<file path="src/rtl/regfile_pkg.sv">
// rtl/regfile_pkg.sv - shared defaults and helpers for the multiport register file
package regfile_pkg;

   localparam int DEF_WIDTH    = 16;
   localparam int DEF_DEPTH    = 32;
   localparam int DEF_NUM_RD   = 2;
   localparam int DEF_ZERO_REG = 0;

   localparam logic [DEF_WIDTH-1:0] ZERO_WORD = '0;

   // A depth of 2 still needs one address bit, so never return zero.
   function automatic int addr_bits(input int depth);
      return (depth > 2) ? $clog2(depth) : 1;
   endfunction

endpackage

</file>
<file path="src/rtl/regfile_read_port.sv">
// rtl/regfile_read_port.sv - one registered read port with range check, zero entry and write bypass
module regfile_read_port
   import regfile_pkg::*;
#(
   parameter int WIDTH    = DEF_WIDTH,
   parameter int DEPTH    = DEF_DEPTH,
   parameter int ZERO_REG = DEF_ZERO_REG,
   parameter int ADDR_W   = addr_bits(DEF_DEPTH)
) (
   input  logic                     clk,
   input  logic                     reset,
   input  logic [DEPTH*WIDTH-1:0]   mem_flat_i,
   input  logic                     rd_en_i,
   input  logic [ADDR_W-1:0]        rd_addr_i,
   input  logic                     wr_en_i,
   input  logic [ADDR_W-1:0]        wr_addr_i,
   input  logic [WIDTH-1:0]         wr_data_i,
   output logic [WIDTH-1:0]         rd_data_o,
   output logic                     rd_valid_o
);

   localparam logic [ADDR_W:0] DEPTH_LIM = (ADDR_W+1)'(DEPTH);

   logic              in_range;
   logic              zero_hit;
   logic              bypass;
   logic [WIDTH-1:0]  entry;
   logic [WIDTH-1:0]  rd_data_d, rd_data_q;
   logic              rd_valid_d, rd_valid_q;

   assign in_range = ({1'b0, rd_addr_i} < DEPTH_LIM);
   assign zero_hit = (ZERO_REG != 0) && (rd_addr_i == '0);
   // Matching addresses means the write is in range too; zero_hit excludes the read-only entry.
   assign bypass   = wr_en_i && in_range && !zero_hit && (wr_addr_i == rd_addr_i);

   // Loop mux keeps non-power-of-two depths from indexing past the array.
   always_comb begin
      entry = '0;
      for (int i = 0; i < DEPTH; i++) begin
         if (rd_addr_i == ADDR_W'(i)) begin
            entry = mem_flat_i[i*WIDTH +: WIDTH];
         end
      end
   end

   always_comb begin
      rd_data_d  = rd_data_q;
      rd_valid_d = rd_en_i;
      if (rd_en_i) begin
         if (!in_range || zero_hit) begin
            rd_data_d = '0;
         end else if (bypass) begin
            rd_data_d = wr_data_i;
         end else begin
            rd_data_d = entry;
         end
      end
   end

   always_ff @(posedge clk) begin
      if (reset) begin
         rd_data_q  <= '0;
         rd_valid_q <= 1'b0;
      end else begin
         rd_data_q  <= rd_data_d;
         rd_valid_q <= rd_valid_d;
      end
   end

   assign rd_data_o  = rd_data_q;
   assign rd_valid_o = rd_valid_q;

endmodule

</file>
<file path="src/rtl/regfile_multiport.sv">
// rtl/regfile_multiport.sv - parametrised register file, one write port and NUM_RD registered read ports
module regfile_multiport
   import regfile_pkg::*;
#(
   parameter int WIDTH    = DEF_WIDTH,
   parameter int DEPTH    = DEF_DEPTH,
   parameter int NUM_RD   = DEF_NUM_RD,
   parameter int ZERO_REG = DEF_ZERO_REG,
   localparam int ADDR_W  = addr_bits(DEPTH)
) (
   input  logic                     clk,
   input  logic                     reset,
   input  logic                     wr_en,
   input  logic [ADDR_W-1:0]        wr_addr,
   input  logic [WIDTH-1:0]         wr_data,
   input  logic [NUM_RD-1:0]        rd_en,
   input  logic [NUM_RD*ADDR_W-1:0] rd_addr,
   output logic [NUM_RD*WIDTH-1:0]  rd_data,
   output logic [NUM_RD-1:0]        rd_valid
);

   localparam logic [ADDR_W:0] DEPTH_LIM = (ADDR_W+1)'(DEPTH);

   logic [WIDTH-1:0]       mem_d [DEPTH];
   logic [WIDTH-1:0]       mem_q [DEPTH];
   logic [DEPTH*WIDTH-1:0] mem_flat;
   logic                   wr_ok;

   assign wr_ok = wr_en
                  && ({1'b0, wr_addr} < DEPTH_LIM)
                  && !((ZERO_REG != 0) && (wr_addr == '0));

   always_comb begin
      mem_d = mem_q;
      for (int i = 0; i < DEPTH; i++) begin
         if (wr_ok && (wr_addr == ADDR_W'(i))) begin
            mem_d[i] = wr_data;
         end
      end
   end

   always_ff @(posedge clk) begin
      if (reset) begin
         for (int i = 0; i < DEPTH; i++) begin
            mem_q[i] <= '0;
         end
      end else begin
         mem_q <= mem_d;
      end
   end

   always_comb begin
      mem_flat = '0;
      for (int i = 0; i < DEPTH; i++) begin
         mem_flat[i*WIDTH +: WIDTH] = mem_q[i];
      end
   end

   for (genvar p = 0; p < NUM_RD; p++) begin : g_rd
      regfile_read_port #(
         .WIDTH    (WIDTH),
         .DEPTH    (DEPTH),
         .ZERO_REG (ZERO_REG),
         .ADDR_W   (ADDR_W)
      ) u_port (
         .clk        (clk),
         .reset      (reset),
         .mem_flat_i (mem_flat),
         .rd_en_i    (rd_en[p]),
         .rd_addr_i  (rd_addr[p*ADDR_W +: ADDR_W]),
         .wr_en_i    (wr_en),
         .wr_addr_i  (wr_addr),
         .wr_data_i  (wr_data),
         .rd_data_o  (rd_data[p*WIDTH +: WIDTH]),
         .rd_valid_o (rd_valid[p])
      );
   end

endmodule

</file>
<file path="config.mk">
export PLATFORM = sky130hd
export DESIGN_NAME = regfile_multiport
export DESIGN_NICKNAME = d
export VERILOG_FILES = /design/src/rtl/regfile_pkg.sv /design/src/rtl/regfile_read_port.sv /design/src/rtl/regfile_multiport.sv
export SDC_FILE = /design/constraint.sdc
export NUM_CORES = 1
export LEC_CHECK = 0
export ABC_AREA = 1
export CAP_MARGIN = 20
export CORE_MARGIN = 5
export CORE_UTILIZATION = 45
export CTS_CLUSTER_DIAMETER = 120
export DETAILED_ROUTE_END_ITERATION = 12
export GPL_TIMING_DRIVEN = 0
export PLACE_DENSITY = 0.69
export SYNTH_ARGS = -nofsm -noshare
export SYNTH_HDL_FRONTEND = slang
export SYNTH_HIERARCHICAL = 1
export SYNTH_SLANG_ARGS = --single-unit
</file>
<file path="constraint.sdc">
create_clock -name clk -period 4.2 [get_ports clk]
set_input_delay 1.26 -clock clk [delete_from_list [all_inputs] [get_ports clk]]
set_output_delay 1.26 -clock clk [all_outputs]
set_load 0.02 [all_outputs]
</file>
# ---- Yosys cells after proc, flatten, opt, wreduce, memory -nomap -nowiden
# Cells that the tools add are included.
# Widths: inputs -> output; s select.
dict set report word_totals {
  register_bits 546
  output_inout_bits 34
}
dict set report op_classes {
  eq_ne 95
  mux 66
  n_reduce_logical 37
}
# operator count
set ops {}
lappend ops {{$mux 16} 66}
lappend ops {{$eq 5x5->1 const B} 48}
lappend ops {{$eq 5x4->1 const B} 24}
lappend ops {{$eq 5x3->1 const B} 12}
lappend ops {{$logic_and 1x1->1} 34}
lappend ops {{$eq 5x2->1 const B} 6}
lappend ops {{$eq 5x1->1 const B} 3}
lappend ops {{$logic_not 5->1} 3}
lappend ops {{$eq 5x5->1} 2}

# ---- Logic depth before layout (Yosys ltp)
dict set report logic_depth {
  depth_word 34
  ltp_mapped 26
  mapped_depth_nobuf 26
}

# ---- By module
# The synthesis kept the hierarchy.
# mod instances cells_each area_each_um2 seq_area_each_um2
set by_module_without_submodules {}
lappend by_module_without_submodules {regfile_multiport 1 3552 22198.8 10249.8}
lappend by_module_without_submodules {regfile_read_port 2 1243 5706.7 340.3}

# ---- Worst setup path before layout
# OpenSTA, ideal clock, no wires.
dict set report synth_path {
  path_kind {input -> register}
  startpoint {in rd_addr[2]}
  endpoint {reg g_rd[0].u_port.rd_data_q[12]}
  setup_time_ps 131
  t_arrival_ps 3117
  required_time_ps 4069
  slack_ps 952
  cell_stages 19
  path_cell_list {buf_2 > nor2_1 > buf_4 > nand2_1 > nor2_4 > inv_1 > or2_2 > nand2_1 > nand3_1 > nand2_1 > nand2_1 > nand2_1 > nand4_1 > nand2_1 > nand4_1 > nand2_1 > nand4_1 > nand2_1 > a21oi_1}
}
dict set report synth_between {
  elab_chain_len 34
}
# element line
set synth_rtl {}
lappend synth_rtl {{from (decl)} regfile_multiport.sv:17} ;# input logic [NUM_RD*ADDR_W-1:0] rd_addr,
lappend synth_rtl {{$logic_not 5->1} regfile_read_port.sv:40} ;# if (rd_addr_i == ADDR_W'(i)) begin
lappend synth_rtl {{$mux 16 (32 in series)} regfile_read_port.sv:40}
lappend synth_rtl {{$mux 16 *} regfile_read_port.sv:52} ;# end else if (bypass) begin
lappend synth_rtl {{to (signal assigned)} regfile_read_port.sv:65} ;# rd_data_q <= rd_data_d;
lappend synth_rtl {{to (decl)} regfile_read_port.sv:28} ;# logic [WIDTH-1:0] rd_data_d, rd_data_q;
# Every way passes the cells marked *; elsewhere a longest branch is shown, timed or not.
# A chain may end at the register's enable or synchronous reset.

# ---- Worst setup path after layout
dict set report layout_path {
  startpoint {in rd_addr[6]}
  endpoint {reg g_rd[1].u_port.rd_data_q[2]}
}
dict set report layout_between {
  elab_chain_len 34
}
# element line
set layout_rtl {}
lappend layout_rtl {{$logic_not 5->1} regfile_read_port.sv:40}
lappend layout_rtl {{$mux 16 (32 in series)} regfile_read_port.sv:40}
lappend layout_rtl {{$mux 16 *} regfile_read_port.sv:52}
lappend layout_rtl {{to (signal assigned)} regfile_read_port.sv:65}
lappend layout_rtl {{to (decl)} regfile_read_port.sv:28}
# Marks and branches as above.

==> qor.yml <==
status: "finished, violations left"
violations: "negative setup slack"
synth_compound_area_frac: 0.0262
cpMaxStageDelayCell: "nor3_1"
cp_top_family: "simple AND/OR/NAND/NOR gates"
clkTransAtPathRegs_ns: 0.06
syn_area_um2: 33600
io_buffers: 65
htreeDepth: 3
p_int_w: 0.00928
grt_pass1_wl_um: 214000
drv_slew: 0
finalHoldViolations: 0
swShare: 0.280
cp_common_cell: "nand2_1"
ys_seq_area_frac: 0.325
drive_gt1_frac: 0.0821
cp_max_fo: 7
detail_route.vias_per_cell: 5.30
finalCritPeriodShare: 1.01
critPathKind: "input port to flop"
drt-total-wl_um: 148000
areaGrowthSynthToFinish_pct: 15.6
reg2reg_depth: 20
layout_setup_ws_ns: -0.0295
cts-root-buf: "clkbuf_16"
hold_class: "flop to flop"
grt_use_total: 0.348
drc: 0
ys_types: 31
chipWidth_um: 283
r2r_slack_ns: 0.78
hpwl_um: 112000
core.rowCount: 100
dp_cells: 7100
cp-end-kind: "flop"
switchingPower_w: 0.00361
power.share.clock: 0.466
cp_slowest_stage_delay_ns: 0.47
vias: 38400
clock_latency_ns: 0.61
cts_buffers: 66
synthFlopType: "dfxtp_1"
synthMuxAreaShare: 0
core_um2: 74300
required_ns: 4.66
post-place-ws_ns: -1.66
ff_latch_area_um2: 10900
worstHoldPathCells: 2
grt_max_degree: 13
dr.pass1.iters: 7
syn_area_per_cell_um2: 5.57
r2r-start: "mem_flat[24]$_SDFFE_PP0P_"
fillCellCount: 7852
synth.largest_area_cell: "dfxtp_1"
r2r_end: "g_rd[1].u_port/rd_data_o[8]$_SDFFE_PP0P_"
ir_drop_v: 0.000261
wire_per_inst_um: 20.4
crit_buf_inv: 4
tritoncts: "yes"
die_area_um2: 80300
fp.dieH_um: 283
grt_antenna_before_repair: 7
start_kind: "input port"
syn_nets: 6074
drt_iter0_drc: 5365
nets: 6260
worstHoldEndpoint: "g_rd[0].u_port/rd_data_o[11]$_SDFFE_PP0P_"
synth_most_common_cell: "nand2_1"
p_leak_nw: 18.2
synth_top_family_by_area: "simple AND/OR/NAND/NOR gates"
dpl_cell_area_um2: 35900
setup_viol: 2
synthAdderAreaFrac: 0
cts.path.max_buffers: 3
multi_input_area_um2: 17800
whs_ns: 0.472
async_flop_share: 0
synth_edf_count: 0
relSlewSlack: 0.151
synth_xor_area_frac: 0.00104
cellPowerDensity_nw_per_um2: 331
p_seq_frac: 0.414
cap_violations: 0
fin_setup_tns_ns: -0.0298
grt_pass1_vias: 33500
antenna_left: 0
cts_num_sinks: 546
design_area_um2: 38900
rsz0062_at_grt: "true"
yosysWarnings: 6
ctsHoldBuffers: 0
grt_remaining_overflow: 0
synthDominantCellAreaShare: 0.325
synth.top_cells.by_area: "dfxtp_1, nand2_1, nor2_1, inv_1, nand3_1"
clock.fmax_mhz: 236
fin_crit_ns: 4.23
cp_data_arrival_time_ns: 4.69
tightest_slew_ns: 1.27
skew_ns: 0.0211
synth_simple_gate_area_frac: 0.490
initial_utilization: 0.452
io_pins: 70
hp-start: "g_rd[0].u_port/rd_data_o[11]$_SDFFE_PP0P_"
syn_inst: 6038
final_cells: 7241
synthTopCellsByCount: "nand2_1, nor2_1, inv_1"
gp_congestion: 1.03
ys_ff_latch: 546
combPwrFrac: 0.120
## layout make-up
class                      instances  area share
antenna                            2    0.000129
buffer                           330      0.0386
clock buffer                      95      0.0494
clock inverter                    19     0.00734
inverter                        1034       0.100
multi-input combinational       4128       0.458
sequential                       546       0.281
tap                              969      0.0312
timing repair buffer             118      0.0335
## power by group through the flow
stage	registers (W)	clock network (W)	logic [W]
floorplan	0.00544	0	0.000747
detailed placement	0.00544	0	0.00142
finish	0.00533	0.00601	0.00155
global placement	0.00544	0	0.00137
CTS	0.00532	0.00604	0.00144
global route	0.00533	0.00625	0.00161
## layer usage
layer / wire [um] / up-vias / track usage
li1: - / 18300 / -
met1: 58700 / 17100 / 0.475
met2: 60000 / 2391 / 0.520
met3: 19500 / 487 / 0.0768
met4: 9460 / 10 / 0.175
met5: 59 / - / 0
## worst register-to-register path: stages, from the launching register on
cell	delay (ns)
dfxtp_1	0.35
nand3_1	0.10
nand2_1	0.08
nor2_2	0.17
nand4_1	0.22
nand2_2	0.17
nand4_1	0.14
nand2_1	0.14
nand4_1	0.12
nand2_1	0.13
nand4_1	0.15
nand2_1	0.16
nand3_2	0.11
nand2_2	0.12
nand4_1	0.16
nor2_2	0.20
nand4_1	0.24
nand2_2	0.19
nand4_1	0.13
nand2_2	0.15
a21oi_2	0.06
## registers in the layout (all words and copies together) (netlist names)
signal and cells:
g_rd.u_port/rd_data_o 32, g_rd.u_port/rd_valid_o 2, mem_flat 512
## worst max path at each step
stage	start	to	slack, ns	cells after the start
after floorplan	rd_addr[2]	g_rd[0].u_port/rd_data_o[12]$_SDFFE_PP0P_	0.95	19
after global placement	rd_addr[8]	g_rd[1].u_port/rd_data_o[6]$_SDFFE_PP0P_	-1.68	23
after detailed placement	rd_addr[8]	g_rd[1].u_port/rd_data_o[6]$_SDFFE_PP0P_	-1.66	23
after CTS	rd_addr[6]	g_rd[1].u_port/rd_data_o[6]$_SDFFE_PP0P_	-0.03	24
after global routing	rd_addr[7]	g_rd[1].u_port/rd_data_o[6]$_SDFFE_PP0P_	-0.06	24
final	rd_addr[6]	g_rd[1].u_port/rd_data_o[2]$_SDFFE_PP0P_	-0.03	25
## through the flow
stage | power, W | util
final | 0.0129 | 0.523
after CTS | 0.0128 | 0.516
after detailed placement | 0.00686 | 0.483
after floorplan | 0.00619 | -
after global routing | 0.0132 | 0.523
after global placement | 0.00681 | 0.477
## cell usage in the layout, fill, tap and decap left out, types with 4 or more instances in the layout
| master | instances |
|---|---|
| dfxtp_1 | 546 |
| clkbuf_1 | 227 |
| clkinv_1 | 6 |
| buf_8 | 30 |
| buf_4 | 36 |
| clkinv_2 | 8 |
| xor2_1 | 4 |
| nand3_2 | 12 |
| buf_6 | 19 |
| nor2_1 | 1064 |
| clkbuf_8 | 14 |
| clkbuf_2 | 4 |
| nand2_2 | 46 |
| nand4_1 | 216 |
| nand2_4 | 6 |
| nand2_1 | 1990 |
| nand3_4 | 7 |
| a21oi_2 | 12 |
| nand3_1 | 435 |
| buf_1 | 31 |
| inv_2 | 14 |
| nor3_1 | 8 |
| a21oi_1 | 108 |
| clkdlybuf4s50_1 | 59 |
| bufinv_16 | 7 |
| o21ai_0 | 36 |
| inv_1 | 1009 |
| buf_2 | 52 |
| nor2_4 | 24 |
| nor2_2 | 48 |
| or2_0 | 4 |
| inv_6 | 5 |
| nor3_2 | 6 |
| or2_2 | 88 |
| clkbuf_16 | 67 |
## what timing repair did
item / CTS / global route
pin swaps: 22 / 68
setup buffers: 7 / 16
gates resized for setup: 94 / 110
gates cloned: 0 / 0
endpoints found under the setup margin: 32 / 19
## cell families (layout without fill, tap and decap cells)
kind of cell | count (synthesis) | count (layout)
AOI/OAI and AO/OA | 164 | 164
xor gates and xnor gates | 4 | 4
buffers and inverters | 1364 | 1596
DFF | 546 | 546
other | 0 | 2
and+or+nand+nor | 3960 | 3960
Note: power is estimated with default switching activity, not from simulation.
